## src/rtl/mul_arb_pkg.sv

```systemverilog
// Shared state type, multiplier op encodings and op legality check for mul_arbiter.
package mul_arb_pkg;

  typedef enum logic [1:0] {
    IDLE,
    EXEC,
    RESP
  } state_t;

  localparam logic [2:0] OP_NONE   = 3'b000;
  localparam logic [2:0] OP_MUL    = 3'b001;
  localparam logic [2:0] OP_MULH   = 3'b010;
  localparam logic [2:0] OP_MULHSU = 3'b011;
  localparam logic [2:0] OP_MULHU  = 3'b100;

  function automatic logic is_legal_op(input logic [2:0] op);
    return (op >= OP_MUL) && (op <= OP_MULHU);
  endfunction

endpackage

```

## src/rtl/mul_arbiter_if.sv

```systemverilog
// Requester and multiplier signal bundle for mul_arbiter; slave = arbiter view, master = environment view.
interface mul_arbiter_if #(
  parameter int unsigned NREQ = 2,
  parameter int unsigned W    = 32
);
  logic [NREQ-1:0]   req_valid;
  logic [NREQ-1:0]   req_ready;
  logic [3*NREQ-1:0] req_op;
  logic [W*NREQ-1:0] req_a;
  logic [W*NREQ-1:0] req_b;
  logic [NREQ-1:0]   rsp_valid;
  logic [NREQ-1:0]   rsp_ready;
  logic [W-1:0]      rsp_data;
  logic [2:0]        mul_sel;
  logic [W-1:0]      mul_a;
  logic [W-1:0]      mul_b;
  logic              mul_ready;
  logic [W-1:0]      mul_res;

  modport slave (
    input  req_valid, req_op, req_a, req_b, rsp_ready, mul_ready, mul_res,
    output req_ready, rsp_valid, rsp_data, mul_sel, mul_a, mul_b
  );

  modport master (
    output req_valid, req_op, req_a, req_b, rsp_ready, mul_ready, mul_res,
    input  req_ready, rsp_valid, rsp_data, mul_sel, mul_a, mul_b
  );
endinterface

```

## src/rtl/mul_arbiter_rr_arbiter.sv

```systemverilog
// Round-robin grant: first asserted request after the last accepted index; pointer moves only on accept.
module rr_arbiter #(
  parameter int unsigned NREQ = 2
) (
  input  logic                      clk,
  input  logic                      rst_n,
  input  logic [NREQ-1:0]           req_i,
  input  logic                      accept_i,
  output logic [NREQ-1:0]           grant_o,
  output logic [$clog2(NREQ)-1:0]   grant_idx_o
);
  localparam int unsigned IW = $clog2(NREQ);

  logic [IW-1:0] ptr_q;
  logic [IW-1:0] cand;
  logic          found;

  always_comb begin
    grant_o     = '0;
    grant_idx_o = '0;
    cand        = '0;
    found       = 1'b0;
    for (int unsigned k = 1; k <= NREQ; k++) begin
      cand = IW'((32'(ptr_q) + k) % NREQ);
      if (!found && req_i[cand]) begin
        grant_o[cand] = 1'b1;
        grant_idx_o   = cand;
        found         = 1'b1;
      end
    end
  end

  // Reset to the last index so requester 0 wins the first contest.
  always_ff @(posedge clk or negedge rst_n) begin
    if (!rst_n) begin
      ptr_q <= IW'(NREQ - 1);
    end else if (accept_i) begin
      ptr_q <= grant_idx_o;
    end
  end

endmodule

```

## src/rtl/mul_arbiter.sv

```systemverilog
// Shares one multi-cycle multiplier between NREQ requesters (IDLE/EXEC/RESP sequencer).
// Optional one-entry result cache enabled by defining MUL_ARB_CACHE_EN.
module mul_arbiter
  import mul_arb_pkg::*;
#(
  parameter int unsigned NREQ = 2,
  parameter int unsigned W    = 32
) (
  input  logic           clk,
  input  logic           rst_n,
  mul_arbiter_if.slave   bus
);
  localparam int unsigned IW = $clog2(NREQ);

  state_t          state_q, state_d;
  logic [IW-1:0]   owner_q, owner_d;
  logic [2:0]      op_q, op_d;
  logic [W-1:0]    a_q, a_d;
  logic [W-1:0]    b_q, b_d;
  logic [W-1:0]    rsp_q, rsp_d;

  logic [NREQ-1:0] grant;
  logic [IW-1:0]   grant_idx;
  logic [2:0]      sel_op;
  logic [W-1:0]    sel_a, sel_b;
  logic            accept;
  logic            hit;
  logic [W-1:0]    hit_res;

  rr_arbiter #(.NREQ(NREQ)) u_rr (
    .clk         (clk),
    .rst_n       (rst_n),
    .req_i       (bus.req_valid),
    .accept_i    (accept),
    .grant_o     (grant),
    .grant_idx_o (grant_idx)
  );

  always_comb begin
    sel_op = OP_NONE;
    sel_a  = '0;
    sel_b  = '0;
    for (int unsigned i = 0; i < NREQ; i++) begin
      if (grant[i]) begin
        sel_op = bus.req_op[3*i +: 3];
        sel_a  = bus.req_a[W*i +: W];
        sel_b  = bus.req_b[W*i +: W];
      end
    end
  end

  assign accept = (state_q == IDLE) && (|grant);

`ifdef MUL_ARB_CACHE_EN
  logic         c_valid_q;
  logic [2:0]   c_op_q;
  logic [W-1:0] c_a_q, c_b_q, c_res_q;

  // Only legal ops are ever cached, so a field match implies a legal op.
  assign hit     = c_valid_q && (c_op_q == sel_op) && (c_a_q == sel_a) && (c_b_q == sel_b);
  assign hit_res = c_res_q;

  always_ff @(posedge clk or negedge rst_n) begin
    if (!rst_n) begin
      c_valid_q <= 1'b0;
      c_op_q    <= OP_NONE;
      c_a_q     <= '0;
      c_b_q     <= '0;
      c_res_q   <= '0;
    end else if (state_q == EXEC && bus.mul_ready) begin
      c_valid_q <= 1'b1;
      c_op_q    <= op_q;
      c_a_q     <= a_q;
      c_b_q     <= b_q;
      c_res_q   <= bus.mul_res;
    end
  end
`else
  assign hit     = 1'b0;
  assign hit_res = '0;
`endif

  always_ff @(posedge clk or negedge rst_n) begin
    if (!rst_n) begin
      state_q <= IDLE;
      owner_q <= '0;
      op_q    <= OP_NONE;
      a_q     <= '0;
      b_q     <= '0;
      rsp_q   <= '0;
    end else begin
      state_q <= state_d;
      owner_q <= owner_d;
      op_q    <= op_d;
      a_q     <= a_d;
      b_q     <= b_d;
      rsp_q   <= rsp_d;
    end
  end

  always_comb begin
    state_d = state_q;
    owner_d = owner_q;
    op_d    = op_q;
    a_d     = a_q;
    b_d     = b_q;
    rsp_d   = rsp_q;
    case (state_q)
      IDLE: begin
        if (accept) begin
          owner_d = grant_idx;
          op_d    = sel_op;
          a_d     = sel_a;
          b_d     = sel_b;
          // Illegal ops and cache hits bypass the multiplier entirely.
          if (!is_legal_op(sel_op)) begin
            rsp_d   = '0;
            state_d = RESP;
          end else if (hit) begin
            rsp_d   = hit_res;
            state_d = RESP;
          end else begin
            state_d = EXEC;
          end
        end
      end
      EXEC: begin
        if (bus.mul_ready) begin
          rsp_d   = bus.mul_res;
          state_d = RESP;
        end
      end
      RESP: begin
        if (bus.rsp_ready[owner_q]) begin
          state_d = IDLE;
        end
      end
      default: state_d = IDLE;
    endcase
  end

  always_comb begin
    bus.req_ready = (state_q == IDLE) ? grant : '0;
    bus.rsp_valid = '0;
    if (state_q == RESP) begin
      bus.rsp_valid[owner_q] = 1'b1;
    end
    bus.rsp_data = rsp_q;
    bus.mul_sel  = (state_q == EXEC) ? op_q : OP_NONE;
    bus.mul_a    = a_q;
    bus.mul_b    = b_q;
  end

endmodule
```

## src/flat_wrapper.sv

```systemverilog
// flat-port wrapper written by rule: the top's interface ports become plain ports
module mul_arbiter_flat import mul_arb_pkg::*;
#(
  parameter int unsigned NREQ = 2,
  parameter int unsigned W    = 32
)
  (clk, rst_n, bus_req_valid, bus_req_op, bus_req_a, bus_req_b, bus_rsp_ready, bus_mul_ready, bus_mul_res, bus_req_ready, bus_rsp_valid, bus_rsp_data, bus_mul_sel, bus_mul_a, bus_mul_b);
  mul_arbiter_if #(.NREQ(NREQ), .W(W)) bus_i ();
  input  logic clk;
  input  logic rst_n;
  input wire logic [$bits(bus_i.req_valid)-1:0] bus_req_valid;
  input wire logic [$bits(bus_i.req_op)-1:0] bus_req_op;
  input wire logic [$bits(bus_i.req_a)-1:0] bus_req_a;
  input wire logic [$bits(bus_i.req_b)-1:0] bus_req_b;
  input wire logic [$bits(bus_i.rsp_ready)-1:0] bus_rsp_ready;
  input wire logic [$bits(bus_i.mul_ready)-1:0] bus_mul_ready;
  input wire logic [$bits(bus_i.mul_res)-1:0] bus_mul_res;
  output wire logic [$bits(bus_i.req_ready)-1:0] bus_req_ready;
  output wire logic [$bits(bus_i.rsp_valid)-1:0] bus_rsp_valid;
  output wire logic [$bits(bus_i.rsp_data)-1:0] bus_rsp_data;
  output wire logic [$bits(bus_i.mul_sel)-1:0] bus_mul_sel;
  output wire logic [$bits(bus_i.mul_a)-1:0] bus_mul_a;
  output wire logic [$bits(bus_i.mul_b)-1:0] bus_mul_b;
  assign bus_i.req_valid = bus_req_valid;
  assign bus_i.req_op = bus_req_op;
  assign bus_i.req_a = bus_req_a;
  assign bus_i.req_b = bus_req_b;
  assign bus_i.rsp_ready = bus_rsp_ready;
  assign bus_i.mul_ready = bus_mul_ready;
  assign bus_i.mul_res = bus_mul_res;
  assign bus_req_ready = bus_i.req_ready;
  assign bus_rsp_valid = bus_i.rsp_valid;
  assign bus_rsp_data = bus_i.rsp_data;
  assign bus_mul_sel = bus_i.mul_sel;
  assign bus_mul_a = bus_i.mul_a;
  assign bus_mul_b = bus_i.mul_b;
  mul_arbiter #(.NREQ(NREQ), .W(W)) u_core (.clk(clk), .rst_n(rst_n), .bus(bus_i));
endmodule
```

## config.mk

```make
export PLATFORM = sky130hd
export DESIGN_NAME = mul_arbiter_flat
export DESIGN_NICKNAME = d
export VERILOG_FILES = /design/src/rtl/mul_arb_pkg.sv /design/src/rtl/mul_arbiter_if.sv /design/src/rtl/mul_arbiter_rr_arbiter.sv /design/src/rtl/mul_arbiter.sv /design/src/flat_wrapper.sv
export SDC_FILE = /design/constraint.sdc
export NUM_CORES = 1
export LEC_CHECK = 0
export CAP_MARGIN = 20
export CORE_AREA = 5 5 112 114
export DETAILED_ROUTE_END_ITERATION = 10
export DIE_AREA = 0 0 117 119
export GPL_ROUTABILITY_DRIVEN = 0
export PLACE_DENSITY = 0.86
export SLEW_MARGIN = 20
export SYNTH_ARGS = -nofsm -noshare
export SYNTH_HDL_FRONTEND = slang
export SYNTH_SLANG_ARGS = --single-unit
```

## constraint.sdc

```tcl
create_clock -name clk -period 4.34 [get_ports clk]
set_input_delay 0.434 -clock clk [delete_from_list [all_inputs] [get_ports clk]]
set_output_delay 0.434 -clock clk [all_outputs]
set_load 0.02 [all_outputs]
```

==> results.md <==
- Yosys top cell by area: dfrtp_1
- Leakage: 3.17 nW
- Reg2reg setup slack: 2070 ps
- Worst reg-to-reg path cell count: 7
- Syn_area_per_cell: 9.68 sq um
- Wire per inst: 18.5 um
- DRT iter0 DRCs: 451
- Final Critical Period: 2920 ps
- Adder-Cell Fraction of Synth Area: 0
- Peak supply drop: 0.468 mV
- Cell Area, Synth: 4610 sq um
- Post-Synth XOR/XNOR Area: 0.00353
- Max Slew Vio Count: 0
- Final hold vios: 0
- Share of the synthesized area in the top cell type: 0.554
- Clock slew at reported path FFs: 60 ps
- CTS tree: done
- Top FF cell, synth: dfrtp_1
- FMAX: 343 MHz
- Crit. End Element: output pin
- Mux cell area share after synthesis: 0
- Total GRT Usage: 0.225
- Cells after Synth: 476
- Detail Route Antenna Nets: 0
- RSZ-0062 raised after global routing: no
- Synth Register Bits: 103
- Clk buf depth: 2
- Fraction of layout cells with a size suffix above 1: 0.0425
- CP required: 3910 ps
- Tcrit/Tclk final: 0.672
- # port buffers: 275
- Total wire length: 16,100 um
- Worst-Margin Slew: 700 ps
- Core region area: 11,300 sq um
- Sinks on Clock Net: 103
- Nets: 898
- Unique masters post-synth: 31
- Worst slack, placed: 1330 ps
- WS Path Type: in2out
- PD cells: 714 nW/um^2
- Commonest cells after routing, fill and taps aside: clkdlybuf4s50_1, dfrtp_1, nand2_1
- Maxcap violations: 0
- Worst setup margin: 1420 ps
- CTS resizes: 0
- Synth top area cells: dfrtp_1, a22oi_1, nand2_1
- Die H: 119 um
- Die area: 13,900 sq um
- RR Endpoint: u_core.state_q[1]
- Crit-path max FO: 34
- R2r startpoint: u_core.u_rr.ptr_q
- GRT overflow: 0
- Worst slew margin: 0.533
- Via count: 4,744
- Die W: 117 um
- Vias in the first global route: 4,821
- Largest net degree at the start of global routing: 70
- Top-Level Pins: 276
- Rows: 39
- Area Overhead vs Synth: 67.2%
- Final Setup Violations: 0
- Syn nets: 649
- Detailed Place HPWL: 11,900 um
- Compound-Gate Fraction of Synth Area: 0.287
- DRT Pass-1 Iters: 6
- Post-CTS Setup Inserts: 0
- N_diodes: 0
- Startpoint types: primary input
- EDFF count, synth: 0
- Status: finished clean
- Total CTS buffers: 9
- Vias per inst: 5.43
- Setup_tns: 0 ps
- Sequential share of the synthesized area: 0.560
- Final setup skew: 6.27 ps
- Tot Pwr: 0.00550 W
- Ys async rst share: 1.00
- Worst min path class: in2async
- Residual DRC: 0
- Initial Util: 0.407
- YS warnings: 0
- Hold Buf Count CTS: 0
- Commonest non-fill, non-tap cell in the layout: clkdlybuf4s50_1
- Clock latency on the worst-skew pair: 340 ps
- Largest family of logic cells by synthesized area: compound AO/OA/AOI/OAI gates
- Worst path arrival time: 2480 ps
- H-tree Lvls: 3
- Root Driver: clkbuf_16
- First-pass GRT wire length: 24,800 um
- Post-synthesis simple-gate area fraction: 0.106
- Antenna violations before repair: 0
worst max-delay path, stage by stage:
cell and delay [ps]:
clkdlybuf4s50_1 580, a21boi_4 210, buf_4 350, and2_1 250
clkdlybuf4s50_1 650
how the worst max path moves through the flow:
stage | slack (ps) | startpoint | to
floorplan | 2430 | u_core.u_rr.ptr_q | bus_req_ready[0]
global placement | 1440 | bus_req_valid[0] | u_core.state_q[1]
detailed placement | 1330 | bus_req_valid[0] | u_core.state_q[1]
CTS | 1420 | bus_req_valid[0] | bus_req_ready[1]
global route | 1350 | bus_req_valid[0] | bus_req_ready[1]
finish | 1420 | bus_req_valid[0] | bus_req_ready[1]
metal layers:
metal / vias up / global-route usage / share of wire
li1: 2211 / - / -
met1: 2295 / 0.265 / 0.36
met2: 211 / 0.397 / 0.52
met3: 27 / 0.0568 / 0.094
met4: 0 / 0.0724 / 0.023
met5: - / 0 / 0
Yosys cell counts (3+ instances only):
library cell  instances
a21o_1                3
a22oi_1              98
and2_1                5
buf_2                19
clkbuf_1             23
dfrtp_1             102
nand2_1             100
nor2_1                3
o21ai_0              36
o21ai_1              63
power breakdown:
| group | total [W] | switching [W] | leakage (nW) | internal, W |
|---|---|---|---|---|
| Combinational | 0.00298 | 0.00165 | 1.77 | 0.00134 |
| Sequential | 0.00177 | 0.000327 | 1.27 | 0.00144 |
| Clock | 0.000746 | 0.000339 | 0.127 | 0.000407 |
| Total | 0.00550 | 0.00231 | 3.17 | 0.00319 |
cell families after synthesis:
family / after synthesis
XOR/XNOR: 1
AO/OA/AOI/OAI: 207
AND/OR/NAND/NOR: 119
flip-flops: 103
buffers and inverters: 46
registers in the layout, summed over array words and instances, names as in the netlist:
| signal | cells |
|---|---|
| u_core.state_q | 2 |
| u_core.bus.rsp_data | 32 |
| u_core.u_rr.ptr_q | 1 |
| u_core.bus.mul_a | 32 |
| u_core.owner_q | 1 |
| u_core.bus.mul_b | 32 |
| u_core.op_q | 3 |
through the flow:
| step | util | cells | area (sq um) | hold slack, ps |
|---|---|---|---|---|
| 3_3_place_gp | 0.655 | 856 | 7410 | 464 |
| 6_report | 0.680 | 873 | 7700 | 126 |
| 4_1_cts | 0.679 | 872 | 7680 | 159 |
| 3_5_place_dp | 0.655 | 856 | 7410 | 462 |
| 2_1_floorplan | - | 476 | 4610 | 138 |
| 5_1_grt | 0.680 | 873 | 7700 | 193 |
cell type report:
| cell class | instances | area, sq um |
|---|---|---|
| multi-input combinational | 327 | 1860 |
| clock inverter | 2 | 16.3 |
| fill | 857 | 3620 |
| timing repair buffer | 282 | 2810 |
| sequential | 103 | 2580 |
| inverter | 2 | 7.51 |
| clock buffer | 14 | 254 |
| tap | 143 | 179 |
Note: power is estimated with default switching activity, not from simulation.
